<file path="config.mk">
export PLATFORM = sky130hd
export DESIGN_NAME = line_streamer
export DESIGN_NICKNAME = d
export VERILOG_FILES = /design/src/rtl/streamer_pkg.sv /design/src/rtl/pair_fifo.sv /design/src/rtl/line_streamer.sv
export SDC_FILE = /design/constraint.sdc
export NUM_CORES = 1
export LEC_CHECK = 0
export BUFFER_PORTS_ARGS = -buffer_cell sky130_fd_sc_hd__buf_2
export CORE_ASPECT_RATIO = 1.1
export CORE_MARGIN = 1
export CORE_UTILIZATION = 44
export CTS_BUF_LIST = sky130_fd_sc_hd__clkbuf_4 sky130_fd_sc_hd__clkbuf_8
export DETAILED_ROUTE_END_ITERATION = 16
export MAX_ROUTING_LAYER = met4
export PLACE_DENSITY = 0.77
export RECOVER_POWER = 25
export SYNTH_ARGS = -nofsm -noshare
export SYNTH_HDL_FRONTEND = slang
export SYNTH_HIERARCHICAL = 1
export SYNTH_SLANG_ARGS = --single-unit
export TNS_END_PERCENT = 20
</file>
<file path="constraint.sdc">
create_clock -name clk -period 4 [get_ports clk]
set_clock_uncertainty 0.05 [all_clocks]
set_input_delay 0.4 -clock clk [delete_from_list [all_inputs] [get_ports clk]]
set_output_delay 0.4 -clock clk [all_outputs]
set_load 0.005 [all_outputs]
</file>
<file path="src/rtl/streamer_pkg.sv">
// Shared definitions for the line streamer: FSM encoding and helpers that
// split a packed {line_len, line_start} pointer word into its fields.
package streamer_pkg;

  typedef enum logic {
    ST_IDLE   = 1'b0,
    ST_STREAM = 1'b1
  } state_t;

  localparam int PTR_MAX_W = 64;
  typedef logic [PTR_MAX_W-1:0] ptr_word_t;

  function automatic ptr_word_t field_mask(input int w);
    return (ptr_word_t'(1) << w) - ptr_word_t'(1);
  endfunction

  function automatic ptr_word_t ptr_start(input ptr_word_t ptr, input int addr_w);
    return ptr & field_mask(addr_w);
  endfunction

  function automatic ptr_word_t ptr_len(input ptr_word_t ptr, input int addr_w, input int len_w);
    return (ptr >> addr_w) & field_mask(len_w);
  endfunction

endpackage

</file>
<file path="src/rtl/pair_fifo.sv">
// Small circular buffer holding returned {lhs, rhs} character pairs until the
// consumer accepts them. DEPTH need not be a power of two.
module pair_fifo #(
  parameter int WIDTH = 16,
  parameter int DEPTH = 2,
  localparam int CNT_W = $clog2(DEPTH + 1),
  localparam int IDX_W = (DEPTH > 1) ? $clog2(DEPTH) : 1
) (
  input  logic             clk,
  input  logic             rst,
  input  logic             clr,
  input  logic             push,
  input  logic             pop,
  input  logic [WIDTH-1:0] din,
  output logic [WIDTH-1:0] dout,
  output logic             full,
  output logic             empty,
  output logic [CNT_W-1:0] count
);

  logic [WIDTH-1:0] slots [DEPTH];
  logic [IDX_W-1:0] wr_idx, rd_idx;
  logic [CNT_W-1:0] cnt;

  function automatic logic [IDX_W-1:0] bump(input logic [IDX_W-1:0] i);
    return (i == IDX_W'(DEPTH - 1)) ? '0 : i + IDX_W'(1);
  endfunction

  always_ff @(posedge clk) begin
    if (rst || clr) begin
      wr_idx <= '0;
      rd_idx <= '0;
      cnt    <= '0;
    end else begin
      if (push) wr_idx <= bump(wr_idx);
      if (pop)  rd_idx <= bump(rd_idx);
      cnt <= cnt + CNT_W'(push) - CNT_W'(pop);
    end
  end

  always_ff @(posedge clk) begin
    if (push) slots[wr_idx] <= din;
  end

  assign dout  = slots[rd_idx];
  assign empty = (cnt == '0);
  assign full  = (cnt == CNT_W'(DEPTH));
  assign count = cnt;

endmodule

</file>
<file path="src/rtl/line_streamer.sv">
// Streams one line of character pairs from a read-latency memory to a
// valid/ready sink, throttling reads so the return buffer can never overflow.
module line_streamer
  import streamer_pkg::*;
#(
  parameter int ADDR_W = 10,
  parameter int LEN_W  = 10,
  parameter int CHAR_W = 8,
  parameter int RD_LAT = 1
) (
  input  logic                    clk,
  input  logic                    rst,
  input  logic                    start,
  input  logic                    abort,
  input  logic [LEN_W+ADDR_W-1:0] pointer_addr,
  output logic [ADDR_W-1:0]       mem_addr,
  output logic                    mem_en,
  input  logic [2*CHAR_W-1:0]     mem_dout,
  output logic                    out_valid,
  input  logic                    out_ready,
  output logic [CHAR_W-1:0]       out_lhs,
  output logic [CHAR_W-1:0]       out_rhs,
  output logic                    out_last,
  output logic                    busy,
  output logic                    done,
  output logic [LEN_W-1:0]        chars_remaining
);

  localparam int DEPTH = RD_LAT + 1;
  localparam int CNT_W = $clog2(DEPTH + 1);
  localparam int OCC_W = CNT_W + 1;

  state_t              state, state_nxt;
  logic [ADDR_W-1:0]   req_start, rd_addr, last_addr;
  logic [LEN_W-1:0]    req_len, reads_left, remaining;
  logic [RD_LAT-1:0]   vld_p;
  logic                done_r, launch, finish, accept_idle;
  logic                fifo_push, fifo_pop, fifo_clr, fifo_full, fifo_empty;
  logic [CNT_W-1:0]    fifo_count;
  logic [2*CHAR_W-1:0] fifo_dout;
  logic [OCC_W-1:0]    in_flight, committed;

  assign req_start   = ADDR_W'(ptr_start(ptr_word_t'(pointer_addr), ADDR_W));
  assign req_len     = LEN_W'(ptr_len(ptr_word_t'(pointer_addr), ADDR_W, LEN_W));
  assign accept_idle = (state == ST_IDLE) && start && !abort;
  assign launch      = accept_idle && (req_len != '0);

  always_comb begin
    in_flight = '0;
    for (int i = 0; i < RD_LAT; i++) in_flight = in_flight + OCC_W'(vld_p[i]);
  end

  // A beat leaving this cycle frees its slot, which keeps full throughput.
  assign fifo_pop  = out_valid && out_ready;
  assign committed = in_flight + OCC_W'(fifo_count) - OCC_W'(fifo_pop);
  assign fifo_push = vld_p[RD_LAT-1];
  assign fifo_clr  = (state == ST_STREAM) && abort;

  always_comb begin
    state_nxt = state;
    mem_en    = 1'b0;
    finish    = 1'b0;
    case (state)
      ST_IDLE: if (launch) state_nxt = ST_STREAM;
      ST_STREAM: begin
        if (abort) begin
          state_nxt = ST_IDLE;
        end else begin
          mem_en = (reads_left != '0) && (committed < OCC_W'(DEPTH));
          finish = fifo_pop && (remaining == LEN_W'(1));
          if (finish) state_nxt = ST_IDLE;
        end
      end
      default: state_nxt = ST_IDLE;
    endcase
  end

  always_ff @(posedge clk) begin
    if (rst) state <= ST_IDLE;
    else     state <= state_nxt;
  end

  // Control stage: in-flight tracking, counters, completion pulse
  always_ff @(posedge clk) begin
    if (rst) begin
      vld_p      <= '0;
      remaining  <= '0;
      reads_left <= '0;
      done_r     <= 1'b0;
      last_addr  <= '1;
    end else begin
      done_r <= finish || (accept_idle && (req_len == '0));
      if (mem_en) last_addr <= rd_addr;
      if (fifo_clr) vld_p <= '0;
      else          vld_p <= (vld_p << 1) | RD_LAT'(mem_en);
      if (launch)        remaining <= req_len;
      else if (fifo_clr) remaining <= '0;
      else if (fifo_pop) remaining <= remaining - LEN_W'(1);
      if (launch)        reads_left <= req_len;
      else if (fifo_clr) reads_left <= '0;
      else if (mem_en)   reads_left <= reads_left - LEN_W'(1);
    end
  end

  always_ff @(posedge clk) begin
    if (launch)      rd_addr <= req_start;
    else if (mem_en) rd_addr <= rd_addr + ADDR_W'(1);
  end

  always_ff @(posedge clk) begin
    if (!rst) assert (!(fifo_full && fifo_push && !fifo_pop && !fifo_clr));
  end

  pair_fifo #(
    .WIDTH (2 * CHAR_W),
    .DEPTH (DEPTH)
  ) u_fifo (
    .clk   (clk),
    .rst   (rst),
    .clr   (fifo_clr),
    .push  (fifo_push),
    .pop   (fifo_pop),
    .din   (mem_dout),
    .dout  (fifo_dout),
    .full  (fifo_full),
    .empty (fifo_empty),
    .count (fifo_count)
  );

  assign mem_addr        = mem_en ? rd_addr : last_addr;
  assign out_valid       = (state == ST_STREAM) && !fifo_empty;
  assign out_last        = out_valid && (remaining == LEN_W'(1));
  assign out_lhs         = fifo_dout[2*CHAR_W-1:CHAR_W];
  assign out_rhs         = fifo_dout[CHAR_W-1:0];
  assign busy            = (state == ST_STREAM);
  assign done            = done_r;
  assign chars_remaining = remaining;

endmodule

</file>
After elaboration in Yosys (flattened, before gate mapping)
Memories as Yosys holds them, arrays and structs flattened. A register that Yosys moved wholly into a read port is not among the register bits.
Cells that the tools add are included.
{ "word_totals": {"ff_bits": 47, "ram_bits": 32, "output_inout_bits": 41, "n_memories": 1} }
{ "mem_list": {"columns": ["memory", "words", "word_bits", "read_ports", "rd_clocked_by_memory_dff", "write_ports", "line_no", "source"], "rows": [
  ["u_fifo.slots", 2, 16, 1, 1, 1, "pair_fifo.sv:21", "logic [WIDTH-1:0] slots [DEPTH];"]
]} }
{ "classes": {"n_addsub": 9, "n_lt_le_gt_ge": 1, "n_eq_ne": 1, "mux": 23, "bitwise": 1, "reduce_logical": 22} }
{ "ops": {"columns": ["operator", "count"], "rows": [
  ["$mux W10", 9],
  ["$reduce_bool A10 Y1", 2],
  ["$sub A10 B1 Y10 const B", 2],
  ["$mux W1", 13],
  ["$add A10 B1 Y10 const B", 1],
  ["$eq A10 B1 Y1 const B", 1],
  ["$logic_and A1 B1 Y1", 10],
  ["$logic_not A10 Y1", 1],
  ["$reduce_bool A3 Y1", 2],
  ["$add A1 B2 Y3", 1],
  ["$lt A3 B2 Y1 const B", 1],
  ["$sub A3 B1 Y3", 1],
  ["$add A1 B1 Y1 const B", 2],
  ["$add A2 B1 Y2", 1],
  ["$logic_not A1 Y1", 2],
  ["$logic_not A2 Y1", 1],
  ["$logic_or A1 B1 Y1", 2],
  ["$pmux W1 S2", 1],
  ["$reduce_bool A2 Y1", 1],
  ["$reduce_or A2 Y1", 1],
  ["$sub A2 B1 Y2", 1],
  ["$not A1 Y1", 1]
]} }

Depth between registers and ports, before layout
{ "depth": {"ltp_word": 12, "ltp_mapped": 13, "depth_no_buf": 11} }

Modules after synthesis
Netlist, hierarchy kept.
{ "by_module_without_submodules": {"columns": ["mod", "n_inst", "cells_each", "area_each_um2", "seq_area_each_um2"], "rows": [
  ["line_streamer", 1, 277, 2438.6, 960.9],
  ["pair_fifo", 1, 71, 1437.6, 1061.0]
]} }

Worst setup path before layout
Ideal clock, no wire load.
{ "synth_timing": {"kind": "register to output", "start": "register u_fifo.cnt[1], in the netlist u_fifo/count[1]", "end": "output port mem_addr[5]", "t_arrival_ns": 2.795, "required_ns": 3.550, "slack_ns": 0.755, "path_stages_with_launch": 13, "n_path_buf": 3, "cell_sequence": "dfxtp_1 nor2_1 and3b_1 clkbuf_1 ha_1 nand2b_1 fa_1 xnor2_1 and3_1 nand2b_1 buf_4 buf_4 mux2_2"} }
{ "synth_via": {"elab_chain_cells": 10} }
{ "synth_rtl": {"columns": ["element", "line_no", "source"], "rows": [
  ["start, declared", "pair_fifo.sv:23", "logic [CNT_W-1:0] cnt;"],
  ["start signal, assigned", "pair_fifo.sv:37", "cnt <= cnt + CNT_W'(push) - CNT_W'(pop);"],
  ["$logic_not A2 Y1", "pair_fifo.sv:46", "assign empty = (cnt == '0);"],
  ["net fifo_empty", "line_streamer.sv:38", "logic fifo_push, fifo_pop, fifo_clr, fifo_full, fifo_empty;"],
  ["$logic_not A1 Y1", "line_streamer.sv:131", "assign out_valid = (state == ST_STREAM) && !fifo_empty;"],
  ["$logic_and A1 B1 Y1", "line_streamer.sv:131", null],
  ["$logic_and A1 B1 Y1", "line_streamer.sv:54", "assign fifo_pop = out_valid && out_ready;"],
  ["net fifo_pop", "line_streamer.sv:38", null],
  ["$sub A3 B1 Y3", "line_streamer.sv:55", "assign committed = in_flight + OCC_W'(fifo_count) - OCC_W'(fifo_pop);"],
  ["$lt A3 B2 Y1", "line_streamer.sv:69", "mem_en = (reads_left != '0) && (committed < OCC_W'(DEPTH));"],
  ["$logic_and A1 B1 Y1", "line_streamer.sv:69", null],
  ["$mux W1", "line_streamer.sv:66", "if (abort) begin"],
  ["$mux W1", "line_streamer.sv:63", "case (state)"],
  ["$mux W10", "line_streamer.sv:130", "assign mem_addr = mem_en ? rd_addr : last_addr;"],
  ["end, declared", "line_streamer.sv:16", "output logic [ADDR_W-1:0] mem_addr,"]
]} }
The timed path passes the listed nets, and every way through them passes these cells.

Worst setup path after layout
{ "layout_timing": {"start": "register u_fifo.cnt[1], in the netlist u_fifo/count[1]", "end": "output port mem_addr[3]"} }
{ "layout_via": {"elab_chain_cells": 10} }
{ "layout_rtl": {"columns": ["element", "line_no"], "rows": [
  ["$logic_not A2 Y1", "pair_fifo.sv:46"],
  ["net fifo_empty", "line_streamer.sv:38"],
  ["$logic_not A1 Y1", "line_streamer.sv:131"],
  ["$logic_and A1 B1 Y1", "line_streamer.sv:131"],
  ["$logic_and A1 B1 Y1", "line_streamer.sv:54"],
  ["$sub A3 B1 Y3", "line_streamer.sv:55"],
  ["$lt A3 B2 Y1", "line_streamer.sv:69"],
  ["$logic_and A1 B1 Y1", "line_streamer.sv:69"],
  ["$mux W1", "line_streamer.sv:66"],
  ["$mux W1", "line_streamer.sv:63"],
  ["$mux W10", "line_streamer.sv:130"]
]} }
The timed path passes the listed nets, and every way through them passes these cells.

==> results.toml <==
[floorplan]
dieArea_mm2 = 0.009175
fp.dieH_um = 100.4
rows = 35
core-area_mm2 = 0.008452
die_w_um = 91.42
start_util = 0.4579
io-pin-count = 82

[setup_path]
r2r_start = "u_fifo/count[1]"
start_kind = "register"
cp_max_fo = 10
crit_required_ns = 3.55
crit_chain = "nor2_1, and3b_1, ha_1, nand2b_1, fa_1, xnor2_1, and3_1, nand2b_2, buf_4, mux2_2, buf_2"
worstPathArrival_ns = 3.32
crit_path_end = "mem_addr[3]"
reg2reg_to = "reads_left[9]"
cpMaxStageDelayCell = "fa_1"
critical_path_class = "register to primary output"
cp-end-kind = "primary output"
cp-startpoint = "u_fifo/count[1]"
rr_worst_depth = 10
regToRegSetupSlack_ns = 0.81
max_stage_delay_ns = 0.39

[route]
drtIter0Drc = 110
post_drt_wl_per_cell_um = 14.76
routed.top_layer = "met4"
via_count = 2947
totalWireLength_um = 8073
ant_nets = 0
drt-met1-wl_um = 3495
first_pass_iters = 4
wl_met3_um = 452
viasPerCell = 5.388
drcViolationCount = 0
met2_length_um = 3903

[pwr]
ir_worst_vdd_uv = 170.0
cellLeakagePower_nw = 1.748
p_per_area_mw_per_mm2 = 403.7

[placed_design]
placed_area_mm2 = 0.004357
hpwl_um = 5803
io_buffers = 81
place_ws_ns = 0.4370
gp_congestion = 0.8426

[cts]
htreeDepth = 3
cts_buffers = 9
clk_pin_slew_worst_paths_ns = 0.09
cts_tree = "built"
ctsHoldBuffers = 0
post_cts_resize_count = 0
root_buffer = "clkbuf_8"
postCtsSetupRepairBufs = 0
worstSkewPairLatency_ns = 0.36
clock-sinks = 80
cts_max_path_buffers = 2

[global_route]
grt_usage = 0.1897
antenna_found_initial = 0
grt_pass1_vias = 2746
grt_pass1_wl_um = 13080
grt_max_degree = 29
grt.overflow.total = 0

[timing]
setup_ws_ns = 0.2282
fin_crit_ns = 3.772
rsz0062_at_grt = "no"
setup_tns_ns = 0
slew_violations = 0
max_slew_margin = 0.4063
hold_viol_final = 0
max_slew.worst_pin.slew_ns = 0.8906
layout_worst_path_cycle_share = 0.9430
max_freq_ghz = 0.2651
finalSetupViolCount = 0

[synthesis]
synth_cells = 347
yosysWarnings = 6
syn-num-nets = 397
syn_avg_cell_area_um2 = 11.15
synthesis.area_mm2 = 0.003870

[layout]
final_cell_area_mm2 = 0.004551
utilization = 0.5384
antenna_cells = 0
synthToLayoutAreaGrowth_pct = 17.59
n_fill_cell = 769
final_nets = 481
layout-drive-gt1-share = 0.2936

[min_path]
hp-class = "input pin to register"

[job]
drv_cap = 0

[run_status]
status = "finished clean"
## cell usage in the layout (no fill, tap or decap), types with 5 or more instances in the layout
master	n
a211oi_1	11
a21o_1	5
a21oi_1	13
and2_1	5
buf_2	71
clkbuf_1	11
clkbuf_8	9
dfxtp_1	38
edfxtp_1	42
ha_1	8
inv_1	13
mux2_2	17
mux2_4	10
nand2_1	26
nand2b_1	14
nand3_1	18
nor2_1	18
nor3_1	17
nor4_1	6
o21ai_0	17
xor2_1	7
## worst min-delay path by stage
stage               slack [ns]                from  cells after the start                   to
floorplan                 0.42                 rst                      1      u_fifo/count[1]
global placement          0.46  chars_remaining[4]                      2   chars_remaining[4]
detailed placement        0.47  chars_remaining[4]                      2   chars_remaining[4]
CTS                       0.16        mem_dout[11]                      1  u_fifo/slots[1][11]
global route              0.16        mem_dout[11]                      1  u_fifo/slots[0][11]
finish                    0.17        mem_dout[11]                      1  u_fifo/slots[0][11]
## sequential cells by signal (all words and copies together), names as in the netlist, named ones only
| name | count |
|---|---|
| u_fifo/slots | 32 |
| chars_remaining | 10 |
| last_addr | 10 |
| rd_addr | 10 |
| reads_left | 10 |
| u_fifo/count | 2 |
| busy | 1 |
| done | 1 |
| fifo_push | 1 |
| u_fifo/rd_idx | 1 |
| u_fifo/wr_idx | 1 |
## area by class of cell
type / instances / area, µm² / area share
Inverter: 14 / 52.55 / 0.01155
Tap cell: 111 / 138.9 / 0.03052
Sequential cell: 80 / 2022 / 0.4443
Timing Repair Buffer: 86 / 426.7 / 0.09376
Clock inverter: 7 / 83.83 / 0.01842
Multi-Input combinational cell: 240 / 1703 / 0.3742
Clock buffer: 9 / 123.9 / 0.02722
## power by group
group | total, W | internal [W] | switching [W]
clock network | 0.000631 | 0.000302 | 0.000329
logic | 0.000267 | 0.000123 | 0.000144
registers | 0.000939 | 0.000902 | 0.0000374
## per-layer routing
layer / vias up / global-route usage
li1: 1452 / -
met1: 1369 / 0.2351
met2: 104 / 0.2955
met3: 22 / 0.03333
met4: 0 / 0.1038
met5: - / -
## critical path, delay by kind of cell (launching register included)
family | cells | cell delay [ns]
AND/OR/NAND/NOR | 5 | 1.07
buffers and inverters | 2 | 0.34
XOR/XNOR | 1 | 0.23
flip-flops | 1 | 0.38
multiplexers | 1 | 0.28
adder cells (fa/ha/maj) | 2 | 0.67
## stage by stage
stage | instances | hold WS (ns) | power, W
after floorplan | 347 | 0.4209 | 0.001136
after global placement | 531 | 0.4636 | 0.001214
after detailed placement | 531 | 0.4690 | 0.001224
after CTS | 547 | 0.1597 | 0.001853
after global routing | 547 | 0.1638 | 0.001931
final | 547 | 0.1731 | 0.001837
(Power assumes the default switching activity.)
